**src/rtl/dcache_ctrl.sv**
```systemverilog
// Direct-mapped, write-through, no-write-allocate data cache controller.
// Read hits answer combinationally; misses and stores stall the pipeline
// while a single-beat request runs against the backing memory.
module dcache_ctrl #(
  parameter int LINES = 16
) (
  input  logic        clk,
  input  logic        rstn,
  input  logic [63:0] addr,
  input  logic [63:0] wd,
  input  logic        memread_mem,
  input  logic        memwrite_mem,
  output logic [63:0] rd,
  output logic        stall,
  output logic        mem_req,
  output logic        mem_we,
  output logic [63:0] mem_addr,
  output logic [63:0] mem_wdata,
  input  logic        mem_ready,
  input  logic [63:0] mem_rdata,
  output logic [31:0] hit_cnt,
  output logic [31:0] miss_cnt
);

  localparam int IDX_W = $clog2(LINES);
  localparam int TAG_W = 61 - IDX_W;

  typedef enum logic [1:0] {IDLE, FILL, WRITE, RESP} state_t;

  state_t             state;
  state_t             state_next;
  logic [LINES-1:0]   valid;
  logic [TAG_W-1:0]   tag_store [LINES];
  logic [63:0]        data_store [LINES];
  logic [63:0]        resp_data;

  // In IDLE the lookup uses the live MEM-stage address; during a transaction
  // it uses the latched request address so the line touched is the one requested.
  logic [60:0]        look;
  logic [IDX_W-1:0]   idx;
  logic [TAG_W-1:0]   tag;
  logic               hit;
  logic               is_write;
  logic               is_read;
  logic               unused_ok;

  assign look      = (state == IDLE) ? addr[63:3] : mem_addr[63:3];
  assign idx       = look[IDX_W-1:0];
  assign tag       = look[60:IDX_W];
  assign hit       = valid[idx] && (tag_store[idx] == tag);
  assign is_write  = memwrite_mem;
  assign is_read   = memread_mem && !memwrite_mem;
  assign unused_ok = ^{addr[2:0], mem_addr[2:0]};

  // Next-state, stall and load-data decode; reset forces stall and rd low.
  always_comb begin
    state_next = state;
    stall      = 1'b0;
    rd         = '0;
    case (state)
      IDLE: begin
        if (is_write) begin
          stall      = 1'b1;
          state_next = WRITE;
        end else if (is_read) begin
          if (hit) begin
            rd = data_store[idx];
          end else begin
            stall      = 1'b1;
            state_next = FILL;
          end
        end
      end
      FILL, WRITE: begin
        stall = 1'b1;
        if (mem_ready) state_next = RESP;
      end
      RESP: begin
        rd         = resp_data;
        state_next = IDLE;
      end
      default: state_next = IDLE;
    endcase
    if (!rstn) begin
      stall = 1'b0;
      rd    = '0;
    end
  end

  // State register.
  always_ff @(posedge clk) begin
    if (!rstn) state <= IDLE;
    else       state <= state_next;
  end

  // Registered memory request, valid bits, response data and counters.
  always_ff @(posedge clk) begin
    if (!rstn) begin
      mem_req   <= 1'b0;
      mem_we    <= 1'b0;
      mem_addr  <= '0;
      mem_wdata <= '0;
      resp_data <= '0;
      valid     <= '0;
      hit_cnt   <= '0;
      miss_cnt  <= '0;
    end else begin
      case (state)
        IDLE: begin
          if (is_write) begin
            mem_req   <= 1'b1;
            mem_we    <= 1'b1;
            mem_addr  <= {addr[63:3], 3'b000};
            mem_wdata <= wd;
          end else if (is_read) begin
            if (hit) begin
              if (hit_cnt != '1) hit_cnt <= hit_cnt + 32'd1;
            end else begin
              if (miss_cnt != '1) miss_cnt <= miss_cnt + 32'd1;
              mem_req  <= 1'b1;
              mem_we   <= 1'b0;
              mem_addr <= {addr[63:3], 3'b000};
            end
          end
        end
        FILL: begin
          if (mem_ready) begin
            valid[idx] <= 1'b1;
            resp_data  <= mem_rdata;
            mem_req    <= 1'b0;
          end
        end
        WRITE: begin
          if (mem_ready) begin
            resp_data <= '0;
            mem_req   <= 1'b0;
          end
        end
        default: ;
      endcase
    end
  end

  // Tag and data arrays carry no reset; valid bits alone qualify them.
  always_ff @(posedge clk) begin
    if (rstn && mem_ready) begin
      if (state == FILL) begin
        tag_store[idx]  <= tag;
        data_store[idx] <= mem_rdata;
      end else if (state == WRITE && hit) begin
        data_store[idx] <= mem_wdata;
      end
    end
  end

endmodule

```
**config.mk**
```make
export PLATFORM = sky130hd
export DESIGN_NAME = dcache_ctrl
export DESIGN_NICKNAME = d
export VERILOG_FILES = /design/src/rtl/dcache_ctrl.sv
export SDC_FILE = /design/constraint.sdc
export NUM_CORES = 2
export LEC_CHECK = 0
export ABC_AREA = 1
export BUFFER_PORTS_ARGS = -buffer_cell sky130_fd_sc_hd__buf_4
export CAP_MARGIN = 10
export CORE_AREA = 2 2 436 438
export DETAILED_ROUTE_END_ITERATION = 10
export DIE_AREA = 0 0 438 440
export PLACE_DENSITY = 0.67
export SYNTH_ARGS = -nofsm -noshare
export SYNTH_HDL_FRONTEND = slang
export SYNTH_SLANG_ARGS = --single-unit
```
**constraint.sdc**
```tcl
create_clock -name clk -period 12.8 [get_ports clk]
set_input_delay 2.56 -clock clk [delete_from_list [all_inputs] [get_ports clk]]
set_output_delay 2.56 -clock clk [all_outputs]
set_load 0.02 [all_outputs]
```
-- After elaboration in Yosys (flattened, before gate mapping)
Memories as Yosys holds them, arrays and structs flattened.
Cells that the tools add are included.
- reduce and logical (&&, ||, !) cells: 19
- $add $sub $neg: 2
- magnitude comparators: 2
- multiplexer cells: 42
- bitwise logic cells: 4
- equality and inequality tests: 12
- operators with widths (operator ; count):
    64-bit 2-to-1 mux ; 10
    64-bit one-hot mux with 2 select lines ; 2
    32-bit by 1-bit adder with 32-bit output (second input constant) ; 2
    32-bit inequality test (second input constant) ; 2
    61-bit 2-to-1 mux ; 1
    57-bit == test ; 1
    1-bit 2-to-1 mux ; 20
    16-bit bitwise OR ; 1
    5-bit AND reduction ; 2
    3-bit AND reduction ; 3
    2-bit 2-to-1 mux ; 4
    2-bit inequality test (second input constant) ; 3
    3-bit inequality test (second input constant) ; 2
    2-bit one-hot mux with 3 select lines ; 1
    2-bit nonzero test ; 3
    1-bit logical AND ; 5
    4-bit by 5-bit less-than comparator with 1-bit output (second input constant) ; 1
    1-bit binary-select mux with 4-bit select ; 1
    1-bit demux with 4-bit select ; 1
    2-bit == test (second input constant) ; 2
    4-bit by 1-bit greater-or-equal comparator with 1-bit output (second input constant) ; 1
    1-bit one-hot mux with 2 select lines ; 2
    2-bit AND reduction ; 2
    4-bit AND reduction ; 1
    other kinds (7) ; 8
- memory bits (writable): 1936
- memories kept: 2
- output and inout bits: 259
- register bits: 276
- bits of input ports: 197
- word-level logic and storage cells: 92
- memories (name ; depth ; width ; rd ports ; clocked after Yosys merged registers in ; wr ports ; RTL line ; RTL):
    data_store ; 16 ; 64 ; 1 ; 0 ; 1 ; 34 ; logic [63:0] data_store [LINES];
    tag_store ; 16 ; 57 ; 1 ; 0 ; 1 ; 33 ; logic [TAG_W-1:0] tag_store [LINES];

-- Logic depth before layout (Yosys ltp)
- depth after elaboration: 11
- depth in mapped cells: 30
- mapped depth without buffers: 27

-- Worst setup path before layout
OpenSTA, ideal clock, no wires.
- path type: in2reg
- from: input addr[3]
- to: memory data_store[10][0], enable pin
- stages: 24
- path buffers: 3
- required time: 12.313 ns
- data arrival time: 7.353 ns
- library setup time: 0.487 ns
- slack: 4.961 ns
- cells stage by stage: nand2_1 -> buf_2 -> clkbuf_1 -> nand3b_1 -> nand2_1 -> nand2_1 -> nand2_1 -> nand2_1 -> nand2_1 -> nor2_1 -> nand2_1 -> nand2_1 -> nor2_1 -> nand2_1 -> nor2_1 -> nand2_1 -> nor2_2 -> nand2_2 -> inv_2 -> nand2_1 -> nand2_1 -> inv_2 -> clkbuf_1 -> nor2_1
- cells in the longest elaborated chain, start to end: 10
- elaborated cells on any way between the ends: 12
- those cells by class: eq/ne: 1; mux: 7; bitwise: 1; reduce/logical: 2; memory: 1
- ends and longest elaborated chain (item ; RTL line ; RTL):
    start: declaration ; 9 ; input logic [63:0] addr,
    61-bit 2-to-1 mux (*) ; 47 ; assign look = (state == IDLE) ? addr[63:3] : mem_addr[63:3];
    memory read 16 x 57 bit / 1-bit binary-select mux with 4-bit select (equally long branches) ; n/a ;
    57-bit == test / 1-bit 2-to-1 mux (equally long branches) ; 50 ; assign hit = valid[idx] && (tag_store[idx] == tag);
    1-bit logical AND ; 50 ;
    1-bit logical AND ; 150 ; end else if (state == WRITE && hit) begin
    1-bit 2-to-1 mux ; 150 ;
    1-bit 2-to-1 mux ; 147 ; if (state == FILL) begin
    1-bit 2-to-1 mux ; 146 ; if (rstn && mem_ready) begin
    1-bit 2-to-1 mux (implied by the code) ; 151 ; data_store[idx] <= mem_wdata;
    1-bit bitwise OR (no line) ; n/a ;
    end: declaration ; 34 ;
Every way passes the cells marked *; elsewhere a longest branch is shown, timed or not. The select of a mux whose other input is x is not followed.

-- Final worst setup path
- from: input addr[3]
- to: output stall
- cells in the longest elaborated chain, start to end: 9
- elaborated cells on any way between the ends: 11
- those cells by class: eq/ne: 1; mux: 8; reduce/logical: 1; memory: 1
- ends and longest elaborated chain (item ; RTL line ; RTL):
    61-bit 2-to-1 mux (*) ; 47 ;
    memory read 16 x 57 bit / 1-bit binary-select mux with 4-bit select (equally long branches) ; n/a ;
    57-bit == test / 1-bit 2-to-1 mux (equally long branches) ; 50 ;
    1-bit logical AND (*) ; 50 ;
    1-bit 2-to-1 mux (*) ; 66 ; if (hit) begin
    1-bit 2-to-1 mux (*) ; 65 ; end else if (is_read) begin
    1-bit 2-to-1 mux (*) ; 62 ; if (is_write) begin
    1-bit one-hot mux with 2 select lines (*) ; 60 ; case (state)
    1-bit 2-to-1 mux (*) ; 84 ; if (!rstn) begin
    end: declaration ; 14 ; output logic stall,
Marked as above.

==> impl_metrics.py <==
metrics = {
    "outcome": {
        "status": "completed",
    },
    "pwr": {
        "leakagePower_nw": 41.6,
        "powerDensity_nw_per_um2": 223,
        "ir_drop_uv": 304,
    },
    "global_routing": {
        "grt_overflow": 0,
        "grt_use_total_pct": 27.4,
        "grt_max_degree": 166,
        "first_global_vias": 63200,
        "grt_pass1_wl_um": 398000,
        "antenna_found_initial": 7,
    },
    "timing": {
        "setup_violations": 0,
        "grt_setup_unrepaired": "false",
        "period_share_pct": 81.3,
        "slew-limit-headroom_pct": 11.8,
        "worst_pin_slew_ns": 1.32,
        "fin_setup_tns_ns": 0,
        "min_period_ns": 10.41,
        "layout_setup_ws_ns": 2.39,
        "drv_slew": 0,
        "fmax_mhz": 96.0,
        "fin_worst_skew_ns": 0.0509,
        "final_hold_viol_count": 0,
    },
    "detailed_routing": {
        "vias": 67700,
        "dr.pass1.iters": 6,
        "routedWlPerCell_um": 22.7,
        "drt_iter0_drc": 7745,
        "drc": 0,
        "postRouteAntennaNets": 0,
        "routed_wl_um": 271000,
        "viasPerCell": 5.68,
    },
    "cts": {
        "cts_root_buffer": "clkbuf_16",
        "clkSinkCount": 2209,
        "cts-resized-gates": 0,
        "cts_tree": "yes",
        "htree_levels": 4,
        "numCtsBuffers": 215,
        "post_cts_buffers": 0,
        "hold_buffers": 0,
        "clk_pin_slew_ns": 0.06,
        "insertion_delay_ns": 0.89,
        "cts_buffer_depth": 3,
    },
    "finish": {
        "area_delta_synth_final_pct": 14.3,
        "finalNetCount": 9427,
        "drive_gt1_share_pct": 10.7,
    },
    "placed_design": {
        "gp_congestion": 0.896,
        "io_buffer_count": 449,
        "dpl_worst_slack_ns": 2.23,
        "dpl.hpwl_um": 147000,
    },
    "floorplanning": {
        "chipWidth_um": 438,
        "initial_core_util_pct": 49.6,
        "die_h_um": 440,
        "coreArea_um2": 189000,
        "die_area_um2": 193000,
        "std_cell_rows": 160,
        "io_pins": 456,
    },
    "critical_path": {
        "startpoint": "addr[3]",
        "r2r_slack_ns": 3.10,
        "cpMaxStageDelayCell": "o21ai_0",
        "cp-start-kind": "input pin",
        "cp_top_family": "simple AND/OR/NAND/NOR gates",
        "crit_chain": "buf_4 > nand2_2 > buf_4 > nand2_8 > buf_12 > nand2_1 > o21ai_0 > nand2_1 > nand2_1 > nand2_1 > nand2_1 > o21ai_0 > nand2_1 > nor2_1 > nand2_1 > nor2_1 > nand2_1 > nor2_2 > nand3_2 > nand2_4 > a211oi_1 > buf_4",
        "r2r_start": "state[0]",
        "worst-setup-path-type": "in -> out",
        "cp.required_ns": 10.24,
        "critical_path_buf_inv_count": 4,
        "critPathMaxFanout": 122,
        "cp_slowest_stage_delay_ns": 0.61,
        "critPathMostFrequentCell": "nand2_1",
        "arrival_ns": 7.85,
        "end_kind": "output port",
    },
    "yosys": {
        "synth.avg_cell_area_um2": 10.5,
        "synth_top_area_cell": "edfxtp_1",
        "ys.warnings.count": 0,
        "synth_seq_cells": 2209,
        "seq_area_frac_synth_pct": 68.0,
        "synth_common_cells": "nand2_1, edfxtp_1, inv_1, nor3_1, nor2_1",
        "synth_edf_count": 1936,
        "synthDistinctLibCells": 46,
        "synth_most_common_cell": "nand2_1",
        "synth_area_um2": 93500,
        "syn-instance-count": 8928,
        "postSynth.asyncResetShare_pct": 0,
        "synth.area.top_cells": "edfxtp_1, nand2_1, dfxtp_1",
        "synth_top_area_share_pct": 62.2,
        "synth_ff_type": "edfxtp_1",
    },
    "hold_path": {
        "hold_class": "reg -> reg",
        "hold_start": "valid[6]",
    },
    "flow_run": {
        "maxCapViolCount": 0,
    },
}
-- final timing paths --
| kind | to | depth (start not counted) |
|---|---|---|
| setup / recovery | stall | 22 |
| hold / removal | valid[6] | 2 |
| setup reg to reg | data_store[12][59] | 26 |
| hold reg to reg | valid[6] | 2 |
-- where the power goes --
group	switching [mW]	leakage [nW]	internal, mW
combinational	6.38	18.3	2.15
sequential	0.140	19.7	8.58
clock	2.78	3.55	3.75
total	9.30	41.6	14.5
-- cells by family (layout without fill, tap and decap cells) --
kind of cell / Yosys count / count (layout) / share of synthesized area, %
flops: 2209 / 2209 / 68.0
buf+inv: 1429 / 1913 / 6.07
simple gates: 4038 / 4038 / 17.8
other cells: 1 / 6 / 0.00401
compound gates: 1215 / 1215 / 7.74
fa+ha+maj: 7 / 7 / 0.0937
xor+xnor: 29 / 29 / 0.272
-- layout make-up --
type	count	area, µm²
multi-input cells	5292	24600
inverters	897	3390
fillers	15600	81700
diodes	3	7.51
repair buffers	608	4780
clock inverters	128	1520
flip-flops and latches	2209	63600
clock buffers	280	5790
well taps	2511	3140
-- state kept, by name, summed over array words and instances, names as in the netlist --
register	flops
miss_cnt	32
resp_data	64
hit_cnt	32
mem_wdata	64
mem_we	1
data_store	1024
state	2
mem_req	1
mem_addr	61
tag_store	912
valid	16
-- placed cells by master, fill, tap and decap left out, types with 194 or more instances in the layout --
master / count
edfxtp_1: 1936
clkbuf_16: 216
o21ai_0: 287
nand2_1: 2620
nor3_1: 532
nand3_1: 240
o31ai_1: 194
buf_4: 590
a21oi_1: 236
nor2_1: 436
dfxtp_1: 273
o22ai_1: 251
inv_1: 887
-- worst register-to-register path, cell delays in order (launching register included) --
cell     delay (ns)
dfxtp_1        0.35
inv_1          0.16
ha_4           0.35
buf_4          0.74
nand2_1        0.22
o21ai_4        0.16
buf_4          0.64
buf_4          0.99
nand2_1        0.12
nand2_1        0.09
nand2_1        0.05
nand2_1        0.15
nor2_1         0.08
nand2_1        0.23
nand2_1        0.10
nor2_1         0.17
nand2_1        0.09
nor2_1         0.11
nand2_1        0.06
nor2_2         0.26
nand2_2        0.30
inv_2          0.76
nand2_4        0.81
nand2_1        0.29
inv_2          0.31
nor2_4         0.99
buf_4          0.71
-- layer usage --
| layer | wire (µm) | global-route usage (%) |
|---|---|---|
| met1 | 107000 | 36.3 |
| met2 | 129000 | 45.1 |
| met3 | 23500 | 4.22 |
| met4 | 11500 | 11.6 |
| met5 | 0 | 0 |
-- stage by stage --
| stage | hold slack (ns) | instances | area [µm²] | utilization [%] | power, mW |
|---|---|---|---|---|---|
| finish | 0.447 | 11900 | 107000 | 56.7 | 23.8 |
| global route | 0.478 | 11900 | 107000 | 56.7 | 24.8 |
| detailed placement | 0.436 | 11500 | 99500 | 52.8 | 17.2 |
| floorplan | 0.420 | 8930 | 93500 | - | 14.3 |
| global placement | 0.430 | 11500 | 99500 | 52.8 | 17.1 |
| CTS | 0.450 | 11900 | 107000 | 56.6 | 23.7 |
(Power assumes the default switching activity.)
